## src/rtl/decode_stage_if.sv

```systemverilog
// Fetch-side and execute-side handshake bundle for decode_stage.
// Parameters must match the decode_stage instance they connect to.
interface decode_stage_if #(
    parameter int REG_WIDTH   = 8,
    parameter int NUM_REGS    = 12,
    parameter int STALL_CNT_W = 16
);
    localparam int RA_W = $clog2(NUM_REGS);

    logic                   instr_valid;
    logic [8:0]             instruction;
    logic                   instr_ready;
    logic                   out_ready;
    logic                   out_valid;
    logic [3:0]             alu_op;
    logic [RA_W-1:0]        rs_addr;
    logic [RA_W-1:0]        rt_addr;
    logic [RA_W-1:0]        rd_addr;
    logic [REG_WIDTH-1:0]   imm;
    logic                   reg_write;
    logic                   sel_imm;
    logic                   mem_read;
    logic                   mem_write;
    logic                   mem2reg;
    logic                   halted;
    logic [STALL_CNT_W-1:0] stall_count;

    modport master (
        output instr_valid, instruction, out_ready,
        input  instr_ready, out_valid, alu_op, rs_addr, rt_addr, rd_addr, imm,
               reg_write, sel_imm, mem_read, mem_write, mem2reg, halted, stall_count
    );

    modport slave (
        input  instr_valid, instruction, out_ready,
        output instr_ready, out_valid, alu_op, rs_addr, rt_addr, rd_addr, imm,
               reg_write, sel_imm, mem_read, mem_write, mem2reg, halted, stall_count
    );
endinterface

```

## src/rtl/decode_stage.sv

```systemverilog
// Registered decode stage for the 9-bit accumulator core: one-entry output register,
// sticky halt, and a load-use interlock enabled by DECODE_LOAD_USE_INTERLOCK_EN.
module decode_stage #(
    parameter int REG_WIDTH   = 8,
    parameter int NUM_REGS    = 12,
    parameter int STALL_CNT_W = 16
) (
    input  logic          clk,
    input  logic          rst_n,
    decode_stage_if.slave bus
);
    localparam int RA_W = $clog2(NUM_REGS);

    typedef struct packed {
        logic [3:0]           alu_op;
        logic [RA_W-1:0]      rs;
        logic [RA_W-1:0]      rt;
        logic [RA_W-1:0]      rd;
        logic [REG_WIDTH-1:0] imm;
        logic                 reg_write;
        logic                 sel_imm;
        logic                 mem_read;
        logic                 mem_write;
        logic                 mem2reg;
    } ctrl_t;

    function automatic logic is_halt(input logic [8:0] ins);
        return (ins[8:6] == 3'b111) && (ins[1:0] == 2'b11);
    endfunction

    function automatic ctrl_t decode(input logic [8:0] ins);
        ctrl_t d;
        d           = '0;
        d.rs        = RA_W'(ins[5:4]) + RA_W'(4);
        d.rt        = RA_W'(ins[3:2]);
        d.rd        = RA_W'(11);
        d.reg_write = 1'b1;
        case (ins[8:6])
            3'b000: begin
                d.alu_op = 4'(ins[1:0]);
                if (ins[1:0] == 2'b01) d.rt = RA_W'(ins[3:2]) + RA_W'(8);
                if (ins[1:0] == 2'b11) d.reg_write = 1'b0;
            end
            3'b001: begin
                if (ins[1]) begin
                    d = '0;
                end else begin
                    d.alu_op    = 4'd6;
                    d.mem_read  = !ins[0];
                    d.mem2reg   = !ins[0];
                    d.mem_write = ins[0];
                    d.reg_write = !ins[0];
                    if (!ins[0]) d.rd = RA_W'(ins[3:2]);
                end
            end
            3'b010, 3'b101: begin
                d.alu_op = ins[8] ? 4'd5 : 4'd4;
                d.rd     = RA_W'(ins[1:0]) + RA_W'(8);
            end
            3'b011: begin
                d.alu_op  = 4'd4;
                d.rd      = RA_W'(ins[3:2]);
                d.imm     = REG_WIDTH'(ins[1:0]);
                d.sel_imm = 1'b1;
            end
            3'b100: begin
                d.alu_op = 4'd6;
                d.rs     = RA_W'(ins[2:0]) + RA_W'(4);
                d.rd     = RA_W'(ins[5:3]);
            end
            3'b110: begin
                d.alu_op    = 4'd7;
                d.reg_write = 1'b0;
            end
            default: begin
                if (ins[1:0] == 2'b11) begin
                    d = '0;
                end else begin
                    d.alu_op = 4'd8 + 4'(ins[1:0]);
                    d.rd     = d.rs;
                end
            end
        endcase
        return d;
    endfunction

    // Stage p0: combinational decode of the presented instruction
    ctrl_t                  dec_p0;
    logic                   accept_p0;
    logic                   hazard_p0;
    // Stage p1: output register
    ctrl_t                  dec_p1;
    logic                   vld_p1;
    logic                   halted_p1;
    logic [STALL_CNT_W-1:0] stall_p1;

    assign dec_p0      = decode(bus.instruction);
    assign bus.instr_ready = !halted_p1 && !hazard_p0 && (!vld_p1 || bus.out_ready);
    assign accept_p0   = bus.instr_valid && bus.instr_ready;

`ifdef DECODE_LOAD_USE_INTERLOCK_EN
    function automatic logic reads_rs(input logic [8:0] ins);
        return !((ins[8:6] == 3'b001) && ins[1]) && !is_halt(ins);
    endfunction

    function automatic logic reads_rt(input logic [8:0] ins);
        case (ins[8:6])
            3'b000, 3'b111:         return ins[1:0] != 2'b11;
            3'b001:                 return ins[1:0] == 2'b01;
            3'b010, 3'b101, 3'b110: return 1'b1;
            default:                return 1'b0;
        endcase
    endfunction

    function automatic logic [STALL_CNT_W-1:0] sat_inc(input logic [STALL_CNT_W-1:0] v);
        return (&v) ? v : v + 1'b1;
    endfunction

    // A held LW whose destination feeds the incoming instruction blocks it until a bubble
    assign hazard_p0 = vld_p1 && dec_p1.mem_read && bus.instr_valid &&
                       ((reads_rs(bus.instruction) && (dec_p0.rs == dec_p1.rd)) ||
                        (reads_rt(bus.instruction) && (dec_p0.rt == dec_p1.rd)));

    always_ff @(posedge clk or negedge rst_n) begin
        if (!rst_n)         stall_p1 <= '0;
        else if (hazard_p0) stall_p1 <= sat_inc(stall_p1);
    end
`else
    assign hazard_p0 = 1'b0;
    assign stall_p1  = '0;
`endif

    always_ff @(posedge clk or negedge rst_n) begin
        if (!rst_n) begin
            vld_p1    <= 1'b0;
            dec_p1    <= '0;
            halted_p1 <= 1'b0;
        end else begin
            if (accept_p0) begin
                vld_p1 <= 1'b1;
                dec_p1 <= dec_p0;
            end else if (bus.out_ready) begin
                vld_p1 <= 1'b0;
            end
            if (accept_p0 && is_halt(bus.instruction)) halted_p1 <= 1'b1;
        end
    end

    assign bus.out_valid   = vld_p1;
    assign bus.alu_op      = dec_p1.alu_op;
    assign bus.rs_addr     = dec_p1.rs;
    assign bus.rt_addr     = dec_p1.rt;
    assign bus.rd_addr     = dec_p1.rd;
    assign bus.imm         = dec_p1.imm;
    assign bus.reg_write   = dec_p1.reg_write;
    assign bus.sel_imm     = dec_p1.sel_imm;
    assign bus.mem_read    = dec_p1.mem_read;
    assign bus.mem_write   = dec_p1.mem_write;
    assign bus.mem2reg     = dec_p1.mem2reg;
    assign bus.halted      = halted_p1;
    assign bus.stall_count = stall_p1;
endmodule

```

## src/flat_wrapper.sv

```systemverilog
// flat-port wrapper written by rule: the top's interface ports become plain ports
module decode_stage_flat 
#(
    parameter int REG_WIDTH   = 8,
    parameter int NUM_REGS    = 12,
    parameter int STALL_CNT_W = 16
)
  (clk, rst_n, bus_instr_valid, bus_instruction, bus_out_ready, bus_instr_ready, bus_out_valid, bus_alu_op, bus_rs_addr, bus_rt_addr, bus_rd_addr, bus_imm, bus_reg_write, bus_sel_imm, bus_mem_read, bus_mem_write, bus_mem2reg, bus_halted, bus_stall_count);
  decode_stage_if #(.REG_WIDTH(REG_WIDTH), .NUM_REGS(NUM_REGS), .STALL_CNT_W(STALL_CNT_W)) bus_i ();
  input  logic clk;
  input  logic rst_n;
  input wire logic [$bits(bus_i.instr_valid)-1:0] bus_instr_valid;
  input wire logic [$bits(bus_i.instruction)-1:0] bus_instruction;
  input wire logic [$bits(bus_i.out_ready)-1:0] bus_out_ready;
  output wire logic [$bits(bus_i.instr_ready)-1:0] bus_instr_ready;
  output wire logic [$bits(bus_i.out_valid)-1:0] bus_out_valid;
  output wire logic [$bits(bus_i.alu_op)-1:0] bus_alu_op;
  output wire logic [$bits(bus_i.rs_addr)-1:0] bus_rs_addr;
  output wire logic [$bits(bus_i.rt_addr)-1:0] bus_rt_addr;
  output wire logic [$bits(bus_i.rd_addr)-1:0] bus_rd_addr;
  output wire logic [$bits(bus_i.imm)-1:0] bus_imm;
  output wire logic [$bits(bus_i.reg_write)-1:0] bus_reg_write;
  output wire logic [$bits(bus_i.sel_imm)-1:0] bus_sel_imm;
  output wire logic [$bits(bus_i.mem_read)-1:0] bus_mem_read;
  output wire logic [$bits(bus_i.mem_write)-1:0] bus_mem_write;
  output wire logic [$bits(bus_i.mem2reg)-1:0] bus_mem2reg;
  output wire logic [$bits(bus_i.halted)-1:0] bus_halted;
  output wire logic [$bits(bus_i.stall_count)-1:0] bus_stall_count;
  assign bus_i.instr_valid = bus_instr_valid;
  assign bus_i.instruction = bus_instruction;
  assign bus_i.out_ready = bus_out_ready;
  assign bus_instr_ready = bus_i.instr_ready;
  assign bus_out_valid = bus_i.out_valid;
  assign bus_alu_op = bus_i.alu_op;
  assign bus_rs_addr = bus_i.rs_addr;
  assign bus_rt_addr = bus_i.rt_addr;
  assign bus_rd_addr = bus_i.rd_addr;
  assign bus_imm = bus_i.imm;
  assign bus_reg_write = bus_i.reg_write;
  assign bus_sel_imm = bus_i.sel_imm;
  assign bus_mem_read = bus_i.mem_read;
  assign bus_mem_write = bus_i.mem_write;
  assign bus_mem2reg = bus_i.mem2reg;
  assign bus_halted = bus_i.halted;
  assign bus_stall_count = bus_i.stall_count;
  decode_stage #(.REG_WIDTH(REG_WIDTH), .NUM_REGS(NUM_REGS), .STALL_CNT_W(STALL_CNT_W)) u_core (.clk(clk), .rst_n(rst_n), .bus(bus_i));
endmodule
```

## config.mk

```make
export PLATFORM = sky130hd
export DESIGN_NAME = decode_stage_flat
export DESIGN_NICKNAME = d
export VERILOG_FILES = /design/src/rtl/decode_stage_if.sv /design/src/rtl/decode_stage.sv /design/src/flat_wrapper.sv
export SDC_FILE = /design/constraint.sdc
export NUM_CORES = 1
export LEC_CHECK = 0
export CAP_MARGIN = 20
export CORE_MARGIN = 1.5
export CORE_UTILIZATION = 45
export CTS_BUF_LIST = sky130_fd_sc_hd__clkbuf_4 sky130_fd_sc_hd__clkbuf_8
export DETAILED_ROUTE_END_ITERATION = 8
export GPL_ROUTABILITY_DRIVEN = 0
export PLACE_DENSITY = 0.81
export SYNTH_ARGS = -nofsm -noshare
export SYNTH_HDL_FRONTEND = slang
export SYNTH_SLANG_ARGS = --single-unit
```

## constraint.sdc

```tcl
create_clock -name clk -period 3.3 [get_ports clk]
set_clock_uncertainty 0.05 [all_clocks]
set_input_delay 0.66 -clock clk [delete_from_list [all_inputs] [get_ports clk]]
set_output_delay 0.66 -clock clk [all_outputs]
set_load 0.005 [all_outputs]
```

==> parameters.txt, run 1 <==
Parameter                              Value

Outcome
  Run status ... completed

Setup path
  Number of gates on the worst path with buffers counted ... 4
  Required time of the worst setup path ... between 2000 and 3000 ps
  Critical setup path kind ... in -> out
  Worst r2r dst ... u_core.bus.mem_write
  Total buffers and inverters traversed by the critical path ... 2
  Cells along the critical path ... clkdlybuf4s50_1, nand2b_2, and2_1, clkdlybuf4s50_1
  Crit start category ... input port
  Slowest-stage cell, CP ... sky130_fd_sc_hd__clkdlybuf4s50_1
  Category of cells accounting for the largest share of critical-path delay ... buffers and inverters
  Maximum net fanout on the critical path ... 4
  Critical path data arrival time ... between 1500 and 2000 ps
  Launch instance of the worst register-to-register path ... u_core.bus.out_valid
  Depth of the most critical reg-to-reg path ... 3
  Delay of the slowest cell on the worst path ... 490 ps
  Critical path endpoint category ... primary output
  Most used cell along the critical path ... sky130_fd_sc_hd__clkdlybuf4s50_1
  Setup slack of the worst register-to-register path ... about 1600 ps

Synth
  Average footprint of a synthesized cell ... between 8 and 9 um^2
  Gate count after technology mapping ... approximately 170
  Count of warnings emitted by yosys ... 0
  Prevailing post-synth register cell ... sky130_fd_sc_hd__dfrtp_1
  Fraction of the yosys area taken by sequential cells ... a little under two fifths
  Mapped cell area ... about 1500 um^2
  Number of flops mapped to enable cells by yosys ... 0
  Synth Register Bits ... 23
  Library cells used by synthesis ... 39
  Share of flip-flops with an asynchronous set or reset after synthesis ... 100%

Hold path
  Hold/Removal Path Class ... reg -> reg
  Number of cells traversed by the worst hold path ... 2
  Hold Path Origin ... u_core.bus.rd_addr[3]
  Hold path endpoint ... u_core.bus.rd_addr[3]

GRT
  Overall overflow remaining after global route ... 0
  Antenna violations before repair ... 0
  Vias in the first global route ... 1104
  GR Util All Layers ... approximately a fifth
  Wire length of the first global-routing pass ... 5.15 mm
  Largest net degree at the start of global routing ... 35

Drt
  DR iter-0 viols ... 67
  Final antenna-violating net count ... 0
  DR vias/cell ... ~5.3
  Total via count in the routed design ... approximately 1300
  DR pass1 iterations ... 4
  Wirelength per Cell ... between 10 and 15 um
  Number of remaining DRC errors ... 0
  Sum of routed wire length over all layers ... between 3 and 4 mm

STA
  Final setup violation count ... 0
  Setup repair after global routing missed its margin ... no
  Worst-case headroom to the max-slew limit ... between 40 and 50%
  Final period utilization ... between 70 and 80%
  Slew @ Worst Pin ... around 770 ps
  Highest Clock Rate ... 389 MHz
  Crit path time final ... 2570 ps
  Setup_tns ... 0 ps
  Number of slew-limit violations in the final report ... 0
  Final hold viol count ... 0

Power
  Leakage power total ... slightly above 0.8 nW
  Areal power density over the cells ... roughly 280 nW/um^2
  Largest voltage drop on the vdd net ... about 110 uV

Clock tree
  # clock sinks ... 23
  Num CTS Buffers ... 3
  Maximum buffer depth of the clock tree ... 2
  TritonCTS clock tree ... yes
  CTS Root Cell ... sky130_fd_sc_hd__clkbuf_4
  Clock-pin slew reported for the worst setup and hold paths after clock tree synthesis ... approximately 130 ps
  Clock latency reported for the late side of the worst-skew pair ... slightly above 300 ps
  Post-CTS Setup Inserts ... 0
  CTS-repair resized insts ... 0
  # hold bufs at CTS ... 0
  H-tree lvl count ... 1

Floorplanning
  Full die area ... about 3700 um^2
  Std-Cell Rows ... 20
  Area of the core ... just over 3000 um^2
  Overall die height ... slightly above 60 um
  Die width ... 60.8 um
  Top-level port count ... 61
  Initial Utilization ... about half

Final layout
  Final net count ... ~210
  Area growth from synthesis to layout ... 17.9%
  Post-route standard cell area excluding fillers ... approximately 1800 um^2
  Fraction of final layout cells sized beyond drive strength 1 ... approximately 7%
  Multi-input logic area ... between 700 and 800 um^2
  Number of antenna repair diodes ... 0
  Reg area ... around 580 um^2
  Filler cells ... ~310

Place
  Half-perimeter wire length after placement ... 2.27 mm
  Area after detailed placement ... about 1700 um^2
  Number of I/O port buffers ... 37

Run
  Max-cap viol count ... 0
[worst max path at each step]
stage,startpoint,end,slack (ps)
finish,bus_out_ready,bus_instr_ready,730
global route,bus_out_ready,bus_instr_ready,680
CTS,bus_out_ready,bus_instr_ready,720
detailed placement,bus_out_ready,bus_instr_ready,720
global placement,bus_out_ready,bus_instr_ready,740
floorplan,bus_out_ready,bus_instr_ready,1590
[final cells by class]
class / instances / area share [%]
inverters: 5 / 1.06
flip-flops and latches: 23 / 32.5
repair buffers: 39 / 21.7
multi-input cells: 129 / 40.1
clock buffers: 3 / 1.27
well taps: 44 / 3.11
clock inverters: 1 / 0.282
[worst register-to-register path: stages (launching register included)]
cell and delay, ps:
sky130_fd_sc_hd__dfrtp_1 410, sky130_fd_sc_hd__nand2b_2 100, sky130_fd_sc_hd__nand3_2 500, sky130_fd_sc_hd__o41ai_1 560
[metal layers]
layer,share of wire (%),up-vias,track usage (%)
met2,46,75,28.3
met3,9.5,5,2.13
met1,43,602,27.8
li1,-,612,-
met4,1.5,0,6.52
met5,0,-,0
[Yosys cell counts, types with 5 or more instances]
cell / number / area, um^2
sky130_fd_sc_hd__a211oi_1: 5 / 37.5
sky130_fd_sc_hd__o41ai_1: 5 / 43.8
sky130_fd_sc_hd__dfrtp_1: 23 / 576
sky130_fd_sc_hd__buf_6: 5 / 56.3
sky130_fd_sc_hd__a21oi_1: 9 / 45.0
sky130_fd_sc_hd__buf_4: 28 / 210
sky130_fd_sc_hd__nand2_1: 32 / 120
sky130_fd_sc_hd__o21ai_0: 8 / 40.0
sky130_fd_sc_hd__nand3_1: 6 / 30.0
[cells by family after synthesis]
family | after synthesis | synth area share (%)
and+or+nand+nor | 58 | 19.6
AOI/OAI and AO/OA | 48 | 21.9
buffers and inverters | 41 | 20.0
DFF | 23 | 38.3
other | 1 | 0.249
[registers in the layout, indices dropped and copies added, names as in the netlist]
register              count
u_core.bus.alu_op         4
u_core.bus.halted         1
u_core.bus.imm            2
u_core.bus.mem2reg        1
u_core.bus.mem_write      1
u_core.bus.out_valid      1
u_core.bus.rd_addr        4
u_core.bus.reg_write      1
u_core.bus.rs_addr        4
u_core.bus.rt_addr        3
u_core.bus.sel_imm        1
[stage by stage]
| step | hold slack (ps) | setup slack (ps) | power, W | util [%] | cells |
|---|---|---|---|---|---|
| floorplan | 314 | 1590 | 0.000357 | - | 193 |
| global placement | 398 | 740 | 0.000364 | 56.3 | 240 |
| detailed placement | 406 | 722 | 0.000364 | 56.3 | 240 |
| CTS | 436 | 722 | 0.000493 | 57.1 | 244 |
| global route | 463 | 678 | 0.000513 | 57.1 | 244 |
| finish | 427 | 730 | 0.000490 | 57.1 | 244 |
[placed cells by master, fill, tap and decap left out, drive strengths merged, types with 2 or more instances in the layout]
master,Yosys,layout
nand2b,4,4
and3,2,2
o31ai,2,2
dfrtp,23,23
and2,2,2
nor2,3,3
buf,36,2
o21ai,9,9
a21oi,9,9
clkdlybuf4s50,0,37
o41ai,5,5
a21o,3,3
nand2,33,33
o221ai,2,2
a211oi,5,5
clkbuf,0,3
a21boi,2,2
nand3b,2,2
inv,5,5
o311ai,2,2
a31oi,3,3
nand4,2,2
conb,1,23
nand3,7,7
[power by group]
part / internal [W] / leakage (nW) / switching [W]
sequential: 0.000282 / 0.316 / 0
combinational: 0.0000282 / 0.492 / 0.0000501
clock: 0.0000454 / 0.0177 / 0.0000850
total: 0.000355 / 0.826 / 0.000135
Power figures use the tool's default switching activity.
==> inputs of run 2 (changes only) <==
--- a/config.mk
+++ b/config.mk
@@ -7,11 +7,11 @@
 export LEC_CHECK = 0
 export CAP_MARGIN = 20
 export CORE_MARGIN = 1.5
-export CORE_UTILIZATION = 45
+export CORE_UTILIZATION = 40
 export CTS_BUF_LIST = sky130_fd_sc_hd__clkbuf_4 sky130_fd_sc_hd__clkbuf_8
 export DETAILED_ROUTE_END_ITERATION = 8
 export GPL_ROUTABILITY_DRIVEN = 0
-export PLACE_DENSITY = 0.81
+export PLACE_DENSITY = 0.76
 export SYNTH_ARGS = -nofsm -noshare
 export SYNTH_HDL_FRONTEND = slang
 export SYNTH_SLANG_ARGS = --single-unit
==> constraint.sdc (replaced) <==
create_clock -name clk -period 2.1 [get_ports clk]
set_clock_uncertainty 0.05 [all_clocks]
set_input_delay 0.42 -clock clk [delete_from_list [all_inputs] [get_ports clk]]
set_output_delay 0.42 -clock clk [all_outputs]
set_load 0.005 [all_outputs]
==> parameters.txt, run 2 (synthesized netlist as in run 1, its figures left out) <==
Parameter                              Value

GRT
  Vias in the first global route ... 1183 (+7.2%)
  Global routing's busiest layer ... met2
  Largest net degree at the start of global routing ... 31 (-11%)
  Antenna violations before repair ... 0 (unchanged)
  GR Layer Usage met1 ... 22.7% (-5.1 points)
  GR Util All Layers ... 16.2% (-2.5 points)
  GR Layer Usage met2 ... 26.0% (-2.2 points)
  Wire length of the first global-routing pass ... 5.40 mm (+4.8%)
  Overall overflow remaining after global route ... 0 (unchanged)
  Met3 Track Usage GR ... 2.11% (-0.020 points)

Hold path
  Hold Path Origin ... u_core.bus.rs_addr[2]
  Hold path endpoint ... u_core.bus.rs_addr[2]
  Number of cells traversed by the worst hold path ... 2 (unchanged)
  Hold/Removal Path Class ... reg -> reg

Power
  Design internal power ... 0.000644 W (+81%)
  Leakage power total ... 0.888 nW (+7.4%)
  Switching fraction of total power ... 24.9% (-2.7 points)
  Power spent charging and discharging nets ... 0.000213 W (+58%)
  Largest voltage drop on the vdd net ... 170 uV (+61%)
  Logic pwr share ... 15.7% (-0.3 points)
  Relative contribution of sequential cells to total power ... 51.6% (-5.9 points)
  Clock network power share ... 32.7% (+6.1 points)
  Areal power density over the cells ... 454 nW/um^2 (+64%)

Setup path
  Cells along the critical path ... clkdlybuf4s50_1, nand2b_2, and2_1, clkdlybuf4s50_1
  Slowest-stage cell, CP ... sky130_fd_sc_hd__clkdlybuf4s50_1
  Maximum net fanout on the critical path ... 2 (-2)
  Setup slack of the worst register-to-register path ... 660 ps (-910 ps)
  Launch instance of the worst register-to-register path ... u_core.bus.out_valid
  Delay of the slowest cell on the worst path ... 490 ps (about the same)
  Critical path data arrival time ... 1580 ps (-280 ps)
  Worst r2r dst ... u_core.bus.mem_write
  Critical setup path kind ... in -> out
  Crit start category ... input port
  Required time of the worst setup path ... 1630 ps (-960 ps)
  Critical path endpoint category ... primary output
  Most used cell along the critical path ... sky130_fd_sc_hd__clkdlybuf4s50_1
  Depth of the most critical reg-to-reg path ... 5 (+2)

Floorplanning
  Std-Cell Rows ... 22 (+10%)
  Overall die height ... 64.3 um (+5.8%)
  Area of the core ... 3630 um^2 (+17%)
  Die width ... 64.3 um (+5.8%)
  Top-level port count ... 61 (unchanged)
  Full die area ... 4140 um^2 (+12%)
  Initial Utilization ... 41.4% (-7.1 points)

STA
  Worst Slack Setup Final ... 50.9 ps (-679 ps)
  Final period utilization ... between 90% and 100%
  Crit path time final ... between 2000 and 2500 ps
  Number of slew-limit violations in the final report ... 0 (unchanged)
  Setup_tns ... 0 ps (unchanged)
  Setup repair after global routing missed its margin ... no
  Final setup violation count ... 0 (unchanged)
  Worst hold slack ... 425 ps (-2.36 ps)
  Final hold viol count ... 0 (unchanged)
  Highest Clock Rate ... 488 MHz

Final layout
  Area growth from synthesis to layout ... 25.5%
  Most common library cell in the layout ignoring fill and taps ... sky130_fd_sc_hd__clkdlybuf4s50_1
  Fraction of final layout cells sized beyond drive strength 1 ... 11.4% (+4.4 points)
  Multi-input logic area ... 711 um^2 (unchanged)
  Reg area ... 576 um^2 (unchanged)
  Post-route standard cell area excluding fillers ... 1890 um^2 (+6.4%)
  Filler cells ... 354 (+15%)
  Number of antenna repair diodes ... 0 (unchanged)
  Final net count ... 224 (+4.7%)
  Most used cells in the layout excluding fill and tap cells ... sky130_fd_sc_hd__clkdlybuf4s50_1, sky130_fd_sc_hd__nand2_1, sky130_fd_sc_hd__conb_1, sky130_fd_sc_hd__dfrtp_1, sky130_fd_sc_hd__buf_4

Place
  Area after detailed placement ... 1840 um^2 (+5.3%)
  Number of I/O port buffers ... 37 (unchanged)
  Half-perimeter wire length after placement ... 2.41 mm (+6.0%)
  Pre-CTS WS ... 39.4 ps (-683 ps)

Drt
  Number of remaining DRC errors ... 0 (unchanged)
  Final antenna-violating net count ... 0 (unchanged)
  DR iter-0 viols ... 56 (-16%)
  Wirelength per Cell ... 12.5 um (-2.9%)
  Sum of routed wire length over all layers ... 3.22 mm (+2.7%)
  DR pass1 iterations ... 4 (unchanged)
  DR vias/cell ... 5.10 (-3.8%)
  Total via count in the routed design ... 1316 (+1.7%)

Clock tree
  # hold bufs at CTS ... 0 (unchanged)
  Clock latency reported for the late side of the worst-skew pair ... 260 ps (-50 ps)
  TritonCTS clock tree ... yes
  Post-CTS Setup Inserts ... 0 (unchanged)
  # clock sinks ... 23 (unchanged)
  CTS Root Cell ... sky130_fd_sc_hd__clkbuf_8
  CTS-repair resized insts ... 0 (unchanged)
  Maximum buffer depth of the clock tree ... 2 (unchanged)
  H-tree lvl count ... 1 (unchanged)
  Num CTS Buffers ... 3 (unchanged)
  Clock-pin slew reported for the worst setup and hold paths after clock tree synthesis ... 80 ps (-50 ps)

Outcome
  Run status ... completed

Run
  Max-cap viol count ... 0 (unchanged)
==> run 2: changes by cell type in the layout (fill, tap and decap cells not counted), sizes merged <==
cell / before / now
buf: 2 / 12
clkinv: 1 / 0
clkbuf: 3 / 4
==> run 2: area by class of cell <==
type	instances	area share (%)
timing repair buffer	49	25.1
multi-input combinational	129	37.7
sequential	23	30.5
clock buffer	4	2.59
inverter	5	0.995
tap	48	3.18
==> run 2: power by group through the flow <==
stage | sequential [W] | combinational (W) | clock [W]
after floorplan | 0.000451 | 0.000110 | 0
after global placement | 0.000451 | 0.000131 | 0
after detailed placement | 0.000451 | 0.000133 | 0
after CTS | 0.000442 | 0.000133 | 0.000290
after global routing | 0.000442 | 0.000150 | 0.000311
final | 0.000442 | 0.000135 | 0.000280
==> run 2: worst max-delay path: cells and delay by family <==
kind / cells / cell delay (ps)
buffers and inverters: 2 / 930
and+or+nand+nor: 2 / 230
==> run 2: stage by stage <==
| step | power (W) | std cells | util, % |
|---|---|---|---|
| floorplan | 0.000562 | 193 | - |
| global placement | 0.000582 | 254 | 50.6 |
| detailed placement | 0.000584 | 254 | 50.6 |
| CTS | 0.000865 | 258 | 51.9 |
| global route | 0.000903 | 258 | 51.9 |
| finish | 0.000857 | 258 | 51.9 |
==> run 2: worst max-delay path by stage <==
| stage | startpoint | cells after the start | slack (ps) | to |
|---|---|---|---|---|
| after CTS | bus_out_ready | 4 | 40 | bus_instr_ready |
| after detailed placement | bus_out_ready | 4 | 40 | bus_instr_ready |
| final | bus_out_ready | 4 | 50 | bus_instr_ready |
| after global placement | bus_out_ready | 4 | 60 | bus_instr_ready |
| after floorplan | bus_instruction[8] | 5 | 820 | u_core.bus.rd_addr[0] |
| after global routing | bus_out_ready | 4 | 10 | bus_instr_ready |
==> run 2: layer usage <==
| layer | wire length (um) | part of all wire [%] |
|---|---|---|
| met1 | 1520 | 47 |
| met2 | 1490 | 46 |
| met3 | 190 | 5.9 |
| met4 | 15 | 0.47 |
| met5 | 0 | 0 |
==> inputs of run 3 (changes only) <==
--- a/config.mk
+++ b/config.mk
@@ -12,6 +12,7 @@
 export DETAILED_ROUTE_END_ITERATION = 8
 export GPL_ROUTABILITY_DRIVEN = 0
 export PLACE_DENSITY = 0.76
+export RECOVER_POWER = 25
 export SYNTH_ARGS = -nofsm -noshare
 export SYNTH_HDL_FRONTEND = slang
 export SYNTH_SLANG_ARGS = --single-unit
==> parameters.txt, run 3 (synthesized netlist as in run 1, its figures left out) <==
Parameter                              Value

Floorplanning
  Area of the core ... 3630 um^2 (unchanged)
  Overall die height ... 64.3 um (unchanged)
  Initial Utilization ... 41.4% (unchanged)
  Std-Cell Rows ... 22 (unchanged)
  Top-level port count ... 61 (unchanged)
  Die width ... 64.3 um (unchanged)
  Full die area ... 4140 um^2 (unchanged)

Clock tree
  Clock latency reported for the late side of the worst-skew pair ... 260 ps (about the same)
  CTS-repair resized insts ... 0 (unchanged)
  CTS Root Cell ... sky130_fd_sc_hd__clkbuf_8
  # hold bufs at CTS ... 0 (unchanged)
  Post-CTS Setup Inserts ... 0 (unchanged)
  H-tree lvl count ... 1 (unchanged)
  Clock-pin slew reported for the worst setup and hold paths after clock tree synthesis ... 80 ps (about the same)
  # clock sinks ... 23 (unchanged)
  TritonCTS clock tree ... yes
  Num CTS Buffers ... 3 (unchanged)
  Maximum buffer depth of the clock tree ... 2 (unchanged)

GRT
  Overall overflow remaining after global route ... 0 (unchanged)
  Vias in the first global route ... 1183 (unchanged)
  Wire length of the first global-routing pass ... 5.40 mm (unchanged)
  Largest net degree at the start of global routing ... 31 (unchanged)
  GR Util All Layers ... 16.2% (unchanged)
  Antenna violations before repair ... 0 (unchanged)

Hold path
  Hold Path Origin ... u_core.bus.rs_addr[2]
  Number of cells traversed by the worst hold path ... 2 (unchanged)
  Hold/Removal Path Class ... reg -> reg

Final layout
  Most common library cell in the layout ignoring fill and taps ... sky130_fd_sc_hd__clkdlybuf4s50_1
  Number of antenna repair diodes ... 0 (unchanged)
  Fraction of final layout cells sized beyond drive strength 1 ... 11.0% (-0.48 points)
  Final net count ... 224 (unchanged)
  Most used cells in the layout excluding fill and tap cells ... sky130_fd_sc_hd__clkdlybuf4s50_1, sky130_fd_sc_hd__nand2_1, sky130_fd_sc_hd__conb_1, sky130_fd_sc_hd__dfrtp_1, sky130_fd_sc_hd__buf_4
  Area growth from synthesis to layout ... 25.2%
  Post-route standard cell area excluding fillers ... 1880 um^2 (-0.20%)

Outcome
  Run status ... completed

STA
  Worst Slack Setup Final ... 50.9 ps (unchanged)
  Final setup violation count ... 0 (unchanged)
  Setup repair after global routing missed its margin ... no
  Slew @ Worst Pin ... approximately 1200 ps
  Number of slew-limit violations in the final report ... 0 (unchanged)
  Crit path time final ... 2050 ps (unchanged)
  Final period utilization ... 97.6% (unchanged)
  Worst hold slack ... 425 ps (unchanged)
  Highest Clock Rate ... 488 MHz (unchanged)
  Final hold viol count ... 0 (unchanged)
  Setup_tns ... 0 ps (unchanged)
  Worst-case headroom to the max-slew limit ... about a fifth

Power
  Leakage power total ... 0.884 nW (-0.38%)
  Largest voltage drop on the vdd net ... 170 uV (unchanged)
  Areal power density over the cells ... 455 nW/um^2 (about the same)

Setup path
  Delay of the slowest cell on the worst path ... 490 ps (about the same)
  Crit start category ... input port
  Launch point of the worst path ... bus_out_ready
  Cells along the critical path ... clkdlybuf4s50_1, nand2b_2, and2_1, clkdlybuf4s50_1
  Most used cell along the critical path ... sky130_fd_sc_hd__clkdlybuf4s50_1
  Launch instance of the worst register-to-register path ... u_core.bus.out_valid
  Maximum net fanout on the critical path ... 2 (unchanged)
  Total buffers and inverters traversed by the critical path ... 2 (unchanged)
  Depth of the most critical reg-to-reg path ... 5 (unchanged)
  Critical setup path kind ... in -> out
  Number of gates on the worst path with buffers counted ... 4 (unchanged)
  Critical path endpoint category ... primary output
  Category of cells accounting for the largest share of critical-path delay ... buffers and inverters
  Slowest-stage cell, CP ... sky130_fd_sc_hd__clkdlybuf4s50_1
  Critical path data arrival time ... 1580 ps (about the same)
  Required time of the worst setup path ... 1630 ps (about the same)

Drt
  DR pass1 iterations ... 4 (unchanged)
  DR iter-0 viols ... 56 (unchanged)
  Number of remaining DRC errors ... 0 (unchanged)
  Wirelength per Cell ... 12.5 um (about the same)
  Total via count in the routed design ... 1316 (unchanged)
  Sum of routed wire length over all layers ... 3.21 mm (about the same)
  DR vias/cell ... 5.10 (unchanged)
  Final antenna-violating net count ... 0 (unchanged)

Place
  Pre-CTS WS ... 39.4 ps (unchanged)
  Half-perimeter wire length after placement ... 2.41 mm (unchanged)
  Number of I/O port buffers ... 37 (unchanged)
  Area after detailed placement ... 1840 um^2 (unchanged)

Run
  Max-cap viol count ... 0 (unchanged)
## run 3: changes by cell type in the layout (fill, tap and decap cells not counted), sizes merged
cell | previous run | this run
dlygate4sd3 | 0 | 1
clkbuf | 4 | 5
buf | 12 | 11
clkdlybuf4s50 | 37 | 36
## run 3: path summary, 6_finish.rpt
path                                              end  slack (ps)
worst max-delay path                  bus_instr_ready          50
worst min register to register  u_core.bus.rs_addr[2]         430
worst min-delay path            u_core.bus.rs_addr[2]         430
worst max register to register   u_core.bus.mem_write         660
min in group asynchronous       u_core.bus.rt_addr[0]         880
max in group asynchronous       u_core.bus.rs_addr[0]         420
## run 3: area by class of cell
cell class / instances / area [um^2]
clock buffer: 4 / 48.8
fill: 356 / 1750
inverter: 5 / 18.8
multi-input combinational: 129 / 711
sequential: 23 / 576
tap: 48 / 60.1
timing repair buffer: 49 / 469
## run 3: report_power, final
group | leakage, nW | switching, W | internal (W)
clock | 0.0262 | 0.000132 | 0.000148
combinational | 0.542 | 0.0000809 | 0.0000527
sequential | 0.316 | 0 | 0.000442
total | 0.884 | 0.000213 | 0.000643
## run 3: per-layer routing
layer	global-route usage (%)	routed length (um)	up-vias
met3	2.11	189	2
met4	4.79	15	0
met5	0	0	-
met2	26.0	1490	55
met1	22.7	1520	624
li1	-	-	635
## run 3: worst register-to-register path, cell delays in order, from the launching register on
cell and delay (ps):
sky130_fd_sc_hd__dfrtp_1 390, sky130_fd_sc_hd__nand2b_2 70, sky130_fd_sc_hd__buf_4 110, sky130_fd_sc_hd__nand3_2 140
sky130_fd_sc_hd__buf_12 200, sky130_fd_sc_hd__o41ai_1 360
## run 3: stage by stage
stage / instances / utilization, % / total power [W]
after floorplan: 193 / - / 0.000562
after global placement: 254 / 50.6 / 0.000582
after detailed placement: 254 / 50.6 / 0.000584
after CTS: 258 / 51.9 / 0.000865
after global routing: 258 / 51.8 / 0.000902
final: 258 / 51.8 / 0.000856
